`src/rtl/esteira_pkg.sv`:
```
// rtl/esteira_pkg.sv - state encodings and constants for the bottling line (optional timeout: TIMEOUT_ESTEIRA_EN)
package esteira_pkg;

    typedef enum logic [2:0] {
        PARADO    = 3'd0,
        MOVENDO   = 3'd1,
        ENCHENDO  = 3'd2,
        VEDANDO   = 3'd3,
        LIBERANDO = 3'd4,
        FALHA     = 3'd5
    } estado_t;

    localparam int T_VEDAR_PADRAO     = 4;
    localparam int T_TIMEOUT_PADRAO   = 1000;
    localparam int GARRAFAS_POR_DUZIA = 12;

    function automatic logic [7:0] incrementa_saturado(input logic [7:0] valor);
        return (valor == 8'hFF) ? valor : valor + 8'd1;
    endfunction

endpackage

```
`src/rtl/temporizador.sv`:
```
// rtl/temporizador.sv - loadable down-counter with clear and zero flag
// Counting stops at zero; load takes priority over decrement.
module temporizador #(
    parameter int W = 8
) (
    input  logic         clk,
    input  logic         Reset,
    input  logic         clear,
    input  logic         load,
    input  logic [W-1:0] load_value,
    input  logic         enable,
    output logic         zero
);

    logic [W-1:0] count;

    always_ff @(posedge clk) begin
        if (Reset || clear) begin
            count <= '0;
        end else if (load) begin
            count <= load_value;
        end else if (enable && (count != '0)) begin
            count <= count - W'(1);
        end
    end

    assign zero = (count == '0);

endmodule

```
`src/rtl/controle_envase.sv`:
```
// rtl/controle_envase.sv - fill/cap/release sequencer with bottle and dozen counters (optional timeout: TIMEOUT_ESTEIRA_EN)
module controle_envase
    import esteira_pkg::*;
#(
    parameter int T_VEDAR   = T_VEDAR_PADRAO,
    parameter int T_TIMEOUT = T_TIMEOUT_PADRAO
) (
    input  logic       clk,
    input  logic       Reset,
    input  logic       Liga,
    input  logic       Desliga,
    input  logic       Sensor_Garrafa,
    input  logic       Sensor_Nivel,
    output logic       Comando_Mover_Esteira,
    output logic       Valvula_Enchimento,
    output logic       Vedador,
    output logic [3:0] Contador_Garrafas,
    output logic [7:0] Contador_Duzias,
    output logic       Duzia_Completa,
    output logic       Alarme
);

    estado_t    estado;
    estado_t    proximo;
    logic       troca;
    logic       conta;
    logic       vedar_zero;
    logic       timeout;
    logic [3:0] garrafas;
    logic [7:0] duzias;
    logic       duzia_pulso;

    assign troca = (proximo != estado);

    // Dwell timer is reloaded on entry so the capper runs exactly T_VEDAR cycles.
    temporizador #(.W(8)) u_vedar (
        .clk        (clk),
        .Reset      (Reset),
        .clear      (troca && (proximo != VEDANDO)),
        .load       (troca && (proximo == VEDANDO)),
        .load_value (8'(T_VEDAR - 1)),
        .enable     (estado == VEDANDO),
        .zero       (vedar_zero)
    );

`ifdef TIMEOUT_ESTEIRA_EN
    logic vigiado;
    logic entra_vigiado;
    logic timeout_zero;

    assign vigiado       = (estado == MOVENDO) || (estado == ENCHENDO);
    assign entra_vigiado = (proximo == MOVENDO) || (proximo == ENCHENDO);

    temporizador #(.W(16)) u_timeout (
        .clk        (clk),
        .Reset      (Reset),
        .clear      (troca && !entra_vigiado),
        .load       (troca && entra_vigiado),
        .load_value (16'(T_TIMEOUT - 1)),
        .enable     (vigiado),
        .zero       (timeout_zero)
    );

    assign timeout = vigiado && timeout_zero;
`else
    assign timeout = 1'b0;
`endif

    always_comb begin
        proximo = estado;
        conta   = 1'b0;
        case (estado)
            PARADO: begin
                if (Liga && !Desliga) proximo = MOVENDO;
            end
            MOVENDO: begin
                if (Desliga)             proximo = PARADO;
                else if (Sensor_Garrafa) proximo = ENCHENDO;
                else if (timeout)        proximo = FALHA;
            end
            ENCHENDO: begin
                if (Sensor_Nivel)  proximo = VEDANDO;
                else if (timeout)  proximo = FALHA;
            end
            VEDANDO: begin
                if (vedar_zero) begin
                    proximo = LIBERANDO;
                    conta   = 1'b1;
                end
            end
            LIBERANDO: begin
                // Wait for the bottle to leave so it is never counted twice.
                if (!Sensor_Garrafa) proximo = MOVENDO;
            end
            FALHA:   proximo = FALHA;
            default: proximo = PARADO;
        endcase
    end

    always_ff @(posedge clk) begin
        if (Reset) begin
            estado      <= PARADO;
            garrafas    <= 4'd0;
            duzias      <= 8'd0;
            duzia_pulso <= 1'b0;
        end else begin
            estado      <= proximo;
            duzia_pulso <= 1'b0;
            if (conta) begin
                if (garrafas == 4'(GARRAFAS_POR_DUZIA - 1)) begin
                    garrafas    <= 4'd0;
                    duzia_pulso <= 1'b1;
                    duzias      <= incrementa_saturado(duzias);
                end else begin
                    garrafas <= garrafas + 4'd1;
                end
            end
        end
    end

    assign Comando_Mover_Esteira = (estado == MOVENDO) || (estado == LIBERANDO);
    assign Valvula_Enchimento    = (estado == ENCHENDO);
    assign Vedador               = (estado == VEDANDO);
    assign Contador_Garrafas     = garrafas;
    assign Contador_Duzias       = duzias;
    assign Duzia_Completa        = duzia_pulso;

`ifdef TIMEOUT_ESTEIRA_EN
    assign Alarme = (estado == FALHA);
`else
    assign Alarme = 1'b0;
`endif

endmodule

```
`config.mk`:
```
export PLATFORM = sky130hd
export DESIGN_NAME = controle_envase
export DESIGN_NICKNAME = d
export VERILOG_FILES = /design/src/rtl/esteira_pkg.sv /design/src/rtl/temporizador.sv /design/src/rtl/controle_envase.sv
export SDC_FILE = /design/constraint.sdc
export NUM_CORES = 1
export LEC_CHECK = 0
export BUFFER_PORTS_ARGS = -buffer_cell sky130_fd_sc_hd__clkbuf_2
export CORE_ASPECT_RATIO = 1.1
export CORE_MARGIN = 8
export CORE_UTILIZATION = 55
export CTS_CLUSTER_SIZE = 30
export DETAILED_ROUTE_END_ITERATION = 7
export PLACE_DENSITY = 0.89
export SETUP_SLACK_MARGIN = 0.15
export SYNTH_ARGS = -nofsm -noshare
export SYNTH_HDL_FRONTEND = slang
export SYNTH_HIERARCHICAL = 1
export SYNTH_SLANG_ARGS = --single-unit
export TNS_END_PERCENT = 30
```
`constraint.sdc`:
```
create_clock -name clk -period 2.7 [get_ports clk]
set_input_delay 0 -clock clk [delete_from_list [all_inputs] [get_ports clk]]
set_output_delay 0 -clock clk [all_outputs]
set_load 0.005 [all_outputs]
```
Yosys cells after proc, flatten, opt, wreduce, memory -nomap -nowiden
Cells that the tools add are included.
{"block": "op_classes", "shift": 0, "reduce_logical": 14, "n_eq_ne": 10, "div_mod_pow": 0, "multipliers": 0, "addsub": 3, "muxes": 13, "bitwise": 2, "order_cmp": 0}
{"cell": "3-bit 2-to-1 mux", "count": 6}
{"cell": "3-bit one-hot mux with 6 select lines", "count": 1}
{"cell": "3-bit by 2-bit == test with 1-bit output, second input constant", "count": 3}
{"cell": "8-bit by 1-bit adder with 8-bit output, second input constant", "count": 1}
{"cell": "8-bit == test, second input constant", "count": 1}
{"cell": "8-bit zero test", "count": 1}
{"cell": "8-bit nonzero test", "count": 1}
{"cell": "8-bit by 1-bit subtractor with 8-bit output, second input constant", "count": 1}
{"cell": "3-bit == test, second input constant", "count": 2}
{"cell": "4-bit by 1-bit adder with 4-bit output, second input constant", "count": 1}
{"cell": "4-bit == test, second input constant", "count": 1}
{"cell": "1-bit logical AND", "count": 4}
{"cell": "2-bit 2-to-1 mux", "count": 2}
{"cell": "4-bit 2-to-1 mux", "count": 1}
{"cell": "2-bit OR reduction", "count": 2}
{"cell": "3-bit by 1-bit == test with 1-bit output, second input constant", "count": 1}
{"cell": "3-bit zero test", "count": 1}
{"cell": "1-bit 2-to-1 mux", "count": 3}
{"cell": "3-bit by 2-bit != test with 1-bit output, second input constant", "count": 1}
{"cell": "3-bit != test", "count": 1}
{"cell": "3-bit AND reduction", "count": 1}
{"cell": "1-bit logical OR", "count": 2}
{"cell": "1-bit NOT", "count": 2}
{"cell": "2-bit nonzero test", "count": 1}
{"cell": "1-bit zero test", "count": 1}
{"block": "word_totals", "memories": 0, "ramBits": 0, "ff_bits": 24, "inputBits": 6, "elab_cells": 48, "out_inout_bits": 17, "latch_bits": 0, "mem_bits_ro": 0}

Depth between registers and ports, before layout
{"block": "logic_depth", "word_depth": 8, "depth_mapped": 12}

Hierarchy
The synthesis kept the hierarchy.
{"mod": "controle_envase", "seq_area_each_um2": 320.3, "area_per_inst_um2": 905.9, "instances": 1, "cells_each": 115}
{"mod": "temporizador", "seq_area_each_um2": 160.2, "area_per_inst_um2": 476.7, "instances": 1, "cells_each": 57}

Worst setup path before layout
Ideal clock, no wire load.
{"block": "synth_path", "kind": "register to register", "start": "register u_vedar.count[0]", "end": "register u_vedar.count[1]", "t_arrival_ns": 2.403, "setup_slack_ns": 0.237, "stages_incl_launch_ff": 13, "required_ns": 2.640, "cell_sequence": "dfxtp_1 inv_1 ha_1 nor4b_2 and2_1 nand2b_1 a21oi_1 a211oi_1 a221o_1 o21ai_2 or2_2 nor4b_1 a311o_1"}
{"block": "synth_between", "elab_chain_len": 6, "word_cells_on_any_way": 15}
{"element": "start: declaration", "line": "temporizador.sv:15", "rtl": "logic [W-1:0] count;"}
{"element": "start signal: assignment", "line": "temporizador.sv:21", "rtl": "count <= load_value;"}
{"element": "start signal: assignment", "line": "temporizador.sv:23", "rtl": "count <= count - W'(1);"}
{"element": "8-bit zero test *", "line": "temporizador.sv:27", "rtl": "assign zero = (count == '0);"}
{"element": "via vedar_zero", "line": "controle_envase.sv:27", "rtl": "logic vedar_zero;"}
{"element": "3-bit 2-to-1 mux *", "line": "controle_envase.sv:86", "rtl": "if (vedar_zero) begin"}
{"element": "3-bit one-hot mux with 6 select lines *", "line": "controle_envase.sv:72", "rtl": "case (estado)"}
{"element": "3-bit != test, or another cell as far along", "line": "controle_envase.sv:33", "rtl": "assign troca = (proximo != estado);"}
{"element": "1-bit logical AND, on equally long branches", "line": "controle_envase.sv:40, controle_envase.sv:39"}
{"element": "2-bit 2-to-1 mux, or another cell as far along", "line": "temporizador.sv:20", "rtl": "end else if (load) begin"}
The timed path passes the listed nets; every way through them passes the cells marked *. The select of a mux whose other input is x is not followed.
A chain may end at the register's enable or synchronous reset.

Final worst setup path
{"block": "layout_path", "start": "register u_vedar.count[1]", "end": "register u_vedar.count[1]"}
Same word-level chain as after synthesis.

==> flow_results.org <==
** Status
- Run status :: finished clean

** Floorplan
- The total area inside the core boundary comes to 2450 µm².
- Measured along the x axis, the die boundary spans 63.8 µm.
- Effective utilization at floorplan :: 0.565
- In this run the core area contains 19 standard-cell rows.
- Area enclosed by the die boundary :: 4380 µm²
- 23 I/O pins were placed.
- In this run the vertical extent of the chip is 68.6 µm.

** Pwr
- Power density of the placed cells :: 370 nW/µm²
- The internal power of the cells totals 465 µW.
- For this design the total switching power over the nets is 143 µW.
- Maximum resistive drop on vdd :: 312 µV
- Of the total power, the clock network draws 0.303.
- Sequential cell fraction of total power :: 0.598
- Of the total power, the share spent switching nets is 0.235.
- Of the total power, combinational logic draws 0.100.
- Static power due to leakage :: 0.678 nW

** STA
- In the post-route analysis, the smallest setup slack over all paths is 0.251 ns.
- RSZ-0062 raised after global routing :: true
- Number of hold violations in the final report :: 0
- Subtracting the final worst setup slack from the clock period gives 2.45 ns.
- Clock skew on the completed layout was measured at 0.00194 ns.
- Final number of setup-violating endpoints :: 0
- For the final routed database, the setup TNS stands at 0 ns.
- Final number of max-transition violations :: 0
- Highest achievable clock rate :: 0.408 GHz
- Dividing the final minimum period by the clock period gives 0.907.

** Setup path
- By startpoint and endpoint, the worst setup path is classified as reg2reg.
- Kind of end point of the critical path :: register
- Library cell contributing the largest single delay on the critical path :: sky130_fd_sc_hd__dfxtp_2
- STA classifies the critical path startpoint as a register.
- Kind of cell adding the most delay to the critical path :: simple AND/OR/NAND/NOR gates
- Req. time, crit path :: 2.91 ns
- Worst path max stage delay :: 0.34 ns
- By instance count, the cell type seen most on the critical path is sky130_fd_sc_hd__nor4b_4.
- Walking the worst path, the cells encountered are inv_2 -> ha_4 -> nor4b_4 -> and2_4 -> nand2b_1 -> a21oi_1 -> a211oi_2 -> and2b_1 -> o21ai_2 -> or2_4 -> nor4b_4 -> a311o_1.
- Arrival time worst endpoint :: 2.65 ns
- Worst path bufs/invs :: 1
- Critical-path maximum fanout :: 4

** GRT
- In the global route stage, met2 resource usage came out at 0.280.
- The via count of the first global-routing pass is 1,228.
- The first global-routing pass estimated 5330 µm of wire.
- Entering global routing, the biggest net connects 19 pins.
- Across every metal layer, demand over resource in global routing totals 0.150.
- Met1 layer usage reported by global route :: 0.161
- GR Overflow Total :: 0
- Fraction of met3 tracks used by global routing :: 0.0388
- Routing layer with the top usage in global route :: met2
- The initial antenna violation count was 0.

** Final layout
- Ant diodes :: 0
- Ratio of cells with drive above 1 in the final layout :: 0.250
- Number of nets in the layout :: 211
- After filler insertion, the fill cell instance count of the layout stands at 201.
- After routing the design area is 1640 µm².
- Compared with the post-synthesis result, the final layout area differs by 18.8%.
- Final cell count without fillers :: 231

** Routing
- After detailed routing, the number of vias per cell comes to 5.53.
- Count of antenna-violating nets left after detailed routing :: 0
- The first detailed-routing pass took 4 iterations.
- In the routed design, unresolved DRC markers number 0.
- Total Wirelength :: 3160 µm
- For this block, the initial DRC count from the detailed router was 50.
- Detailed routing inserted a total of 1,277 vias.
- Routed length per placed instance :: 13.7 µm

** Clock network
- For this design, the CTS-stage hold fixing added 0 buffers.
- CTS H-tree depth :: 1
- CTS tree :: built
- Counting along the longest clock path gives a buffer depth of 2.
- Clock root buffer master :: sky130_fd_sc_hd__clkbuf_4
- At the later pin of the worst-skew pair, clock insertion delay measures 0.31 ns.
- Clock slew at the register clock pins of the worst setup and hold paths :: 0.12 ns
- Clock net sink count :: 24
- CTS buffer count :: 3

** Run
- Across the run, the number of max-cap violations was 0.

** Synth
- Mean Syn Cell Area :: 8.04 µm²
- Counting distinct cell types in the post-synthesis netlist gives 47.
- Warning count from the yosys run :: 6
- Fraction of synthesis flops using an asynchronous set or reset pin :: 0
- Multiplexer area fraction after synthesis :: 0.0217
- In the synthesized netlist the dominant register cell turns out to be sky130_fd_sc_hd__dfxtp_1.
- After synthesis the cells add up to 1380 µm².
- The synthesized design contains 0 enable-type register cells.
- #FFs+latches synth :: 24
- Dominant cells by area after synthesis :: sky130_fd_sc_hd__dfxtp_1 35%, sky130_fd_sc_hd__a21oi_1 5.8%, sky130_fd_sc_hd__nor2_1 5.4%
- Of the total synthesized cell area, the portion taken by AND, OR, NAND and NOR gates is 0.322.
- Share of Yosys cell area claimed by the top area cell type :: 0.348
- Dominant combinational cell family by area after synthesis :: simple AND/OR/NAND/NOR gates
- Compound-Gate Fraction of Synth Area :: 0.175
- Of the total synthesized cell area, the portion taken by full adders, half adders and majority gates is 0.0362.
- Of the total synthesized cell area, the portion taken by XOR and XNOR cells is 0.0443.
- Of the synthesized area, sequential elements account for 0.348.
- The biggest area contributor in the post-synthesis netlist is sky130_fd_sc_hd__dfxtp_1.
- Number of cells produced by synthesis :: 172

** Hold path
- The worst hold path belongs to the class in2reg.

** Placed design
- Weighted congestion reported at the end of routability-driven placement :: 0.821
- Detailed placement finished with a half-perimeter wire length of 2320 µm.
- Placed cell count :: 226
- Total placed instance area :: 1530 µm²
- PortBufs :: 21
- Prior to clock tree synthesis, the placed netlist has a worst setup slack of -0.0541 ns.
[cells by family after synthesis]
group | Yosys count
DFF | 24
muxes | 3
and+or+nand+nor | 77
other | 2
AOI/OAI and AO/OA | 41
buffers and inverters | 14
xor gates and xnor gates | 7
adders and majority gates | 4
[worst paths after layout]
path,from,endpoint,slack (ns),depth (start not counted)
worst max-delay path,u_vedar/count[1],u_vedar/count[1],0.25,12
worst max register to register,u_vedar/count[1],u_vedar/count[1],0.25,12
worst min register to register,Contador_Garrafas[1],Contador_Garrafas[1],0.51,2
worst min-delay path,Reset,estado[2],0.1,2
[power by group through the flow]
stage / sequential [mW] / combinational [mW] / clock [mW]
4_1_cts: 0.363 / 0.0570 / 0.195
3_3_place_gp: 0.371 / 0.0501 / 0
5_1_grt: 0.364 / 0.0667 / 0.211
3_5_place_dp: 0.371 / 0.0509 / 0
6_report: 0.364 / 0.0605 / 0.184
2_1_floorplan: 0.367 / 0.0412 / 0
[worst register-to-register path, cell delays in order (launching register included)]
cell                       delay (ns)
sky130_fd_sc_hd__dfxtp_2         0.34
sky130_fd_sc_hd__inv_2           0.09
sky130_fd_sc_hd__ha_4            0.15
sky130_fd_sc_hd__nor4b_4         0.25
sky130_fd_sc_hd__and2_4          0.20
sky130_fd_sc_hd__nand2b_1        0.10
sky130_fd_sc_hd__a21oi_1         0.07
sky130_fd_sc_hd__a211oi_2        0.22
sky130_fd_sc_hd__and2b_1         0.23
sky130_fd_sc_hd__o21ai_2         0.16
sky130_fd_sc_hd__or2_4           0.17
sky130_fd_sc_hd__nor4b_4         0.05
sky130_fd_sc_hd__a311o_1         0.32
[Yosys cell counts, types with 2 or more instances]
library cell / n
sky130_fd_sc_hd__dfxtp_1: 24
sky130_fd_sc_hd__nor2_1: 20
sky130_fd_sc_hd__a21oi_1: 16
sky130_fd_sc_hd__o21ai_0: 13
sky130_fd_sc_hd__nand2_1: 11
sky130_fd_sc_hd__inv_1: 7
sky130_fd_sc_hd__nand3_1: 7
sky130_fd_sc_hd__nor3_1: 7
sky130_fd_sc_hd__ha_1: 4
sky130_fd_sc_hd__xor2_1: 4
sky130_fd_sc_hd__a211oi_1: 3
sky130_fd_sc_hd__and2_1: 3
sky130_fd_sc_hd__mux2i_1: 3
sky130_fd_sc_hd__nand2b_1: 3
sky130_fd_sc_hd__nand3b_1: 3
sky130_fd_sc_hd__or3_1: 3
sky130_fd_sc_hd__xnor2_1: 3
sky130_fd_sc_hd__a31oi_1: 2
sky130_fd_sc_hd__and2b_1: 2
sky130_fd_sc_hd__and3_1: 2
sky130_fd_sc_hd__buf_2: 2
sky130_fd_sc_hd__clkbuf_1: 2
sky130_fd_sc_hd__conb_1: 2
sky130_fd_sc_hd__nand4_1: 2
sky130_fd_sc_hd__nor4_1: 2
[area by class of cell]
type,instances,area (µm²),share of cell area
repair buffers,24,128,0.0777
flip-flops and latches,24,485,0.296
multi-input cells,141,928,0.565
clock buffers,4,36.3,0.0221
well taps,31,38.8,0.0236
inverters,7,26.3,0.0160
[per-layer routing]
metal / share of wire / vias to the layer above
li1: - / 661
met1: 0.41 / 586
met2: 0.54 / 28
met3: 0.046 / 2
met4: 0.0038 / 0
met5: 0 / -
[per-stage QoR]
step	util	power, mW	hold slack (ns)
floorplan	-	0.408	0.189
global placement	0.624	0.421	0.376
detailed placement	0.624	0.422	0.377
CTS	0.662	0.615	0.0809
global route	0.671	0.642	0.104
finish	0.671	0.608	0.0988
[placed cells by master (no fill, tap or decap), types with 4 or more instances in the layout]
cell type	n
sky130_fd_sc_hd__dfxtp_2	4
sky130_fd_sc_hd__nand2_1	9
sky130_fd_sc_hd__o21ai_0	13
sky130_fd_sc_hd__xor2_1	4
sky130_fd_sc_hd__nand3_1	7
sky130_fd_sc_hd__dfxtp_1	20
sky130_fd_sc_hd__clkbuf_2	21
sky130_fd_sc_hd__nor2_1	19
sky130_fd_sc_hd__inv_1	5
sky130_fd_sc_hd__a21oi_1	16
sky130_fd_sc_hd__conb_1	9
sky130_fd_sc_hd__nor3_1	7
[sequential cells by signal (all words and copies together), names as in the netlist]
| name | count |
|---|---|
| Contador_Duzias | 8 |
| u_vedar/count | 8 |
| Contador_Garrafas | 4 |
| estado | 3 |
| Duzia_Completa | 1 |
[timing repair]
action,in CTS,in global routing
endpoints found under the setup margin,7,7
buffers inserted,1,0
pin swaps,4,1
resized for setup,10,9
cloned,0,0
Note: power is estimated with default switching activity, not from simulation.
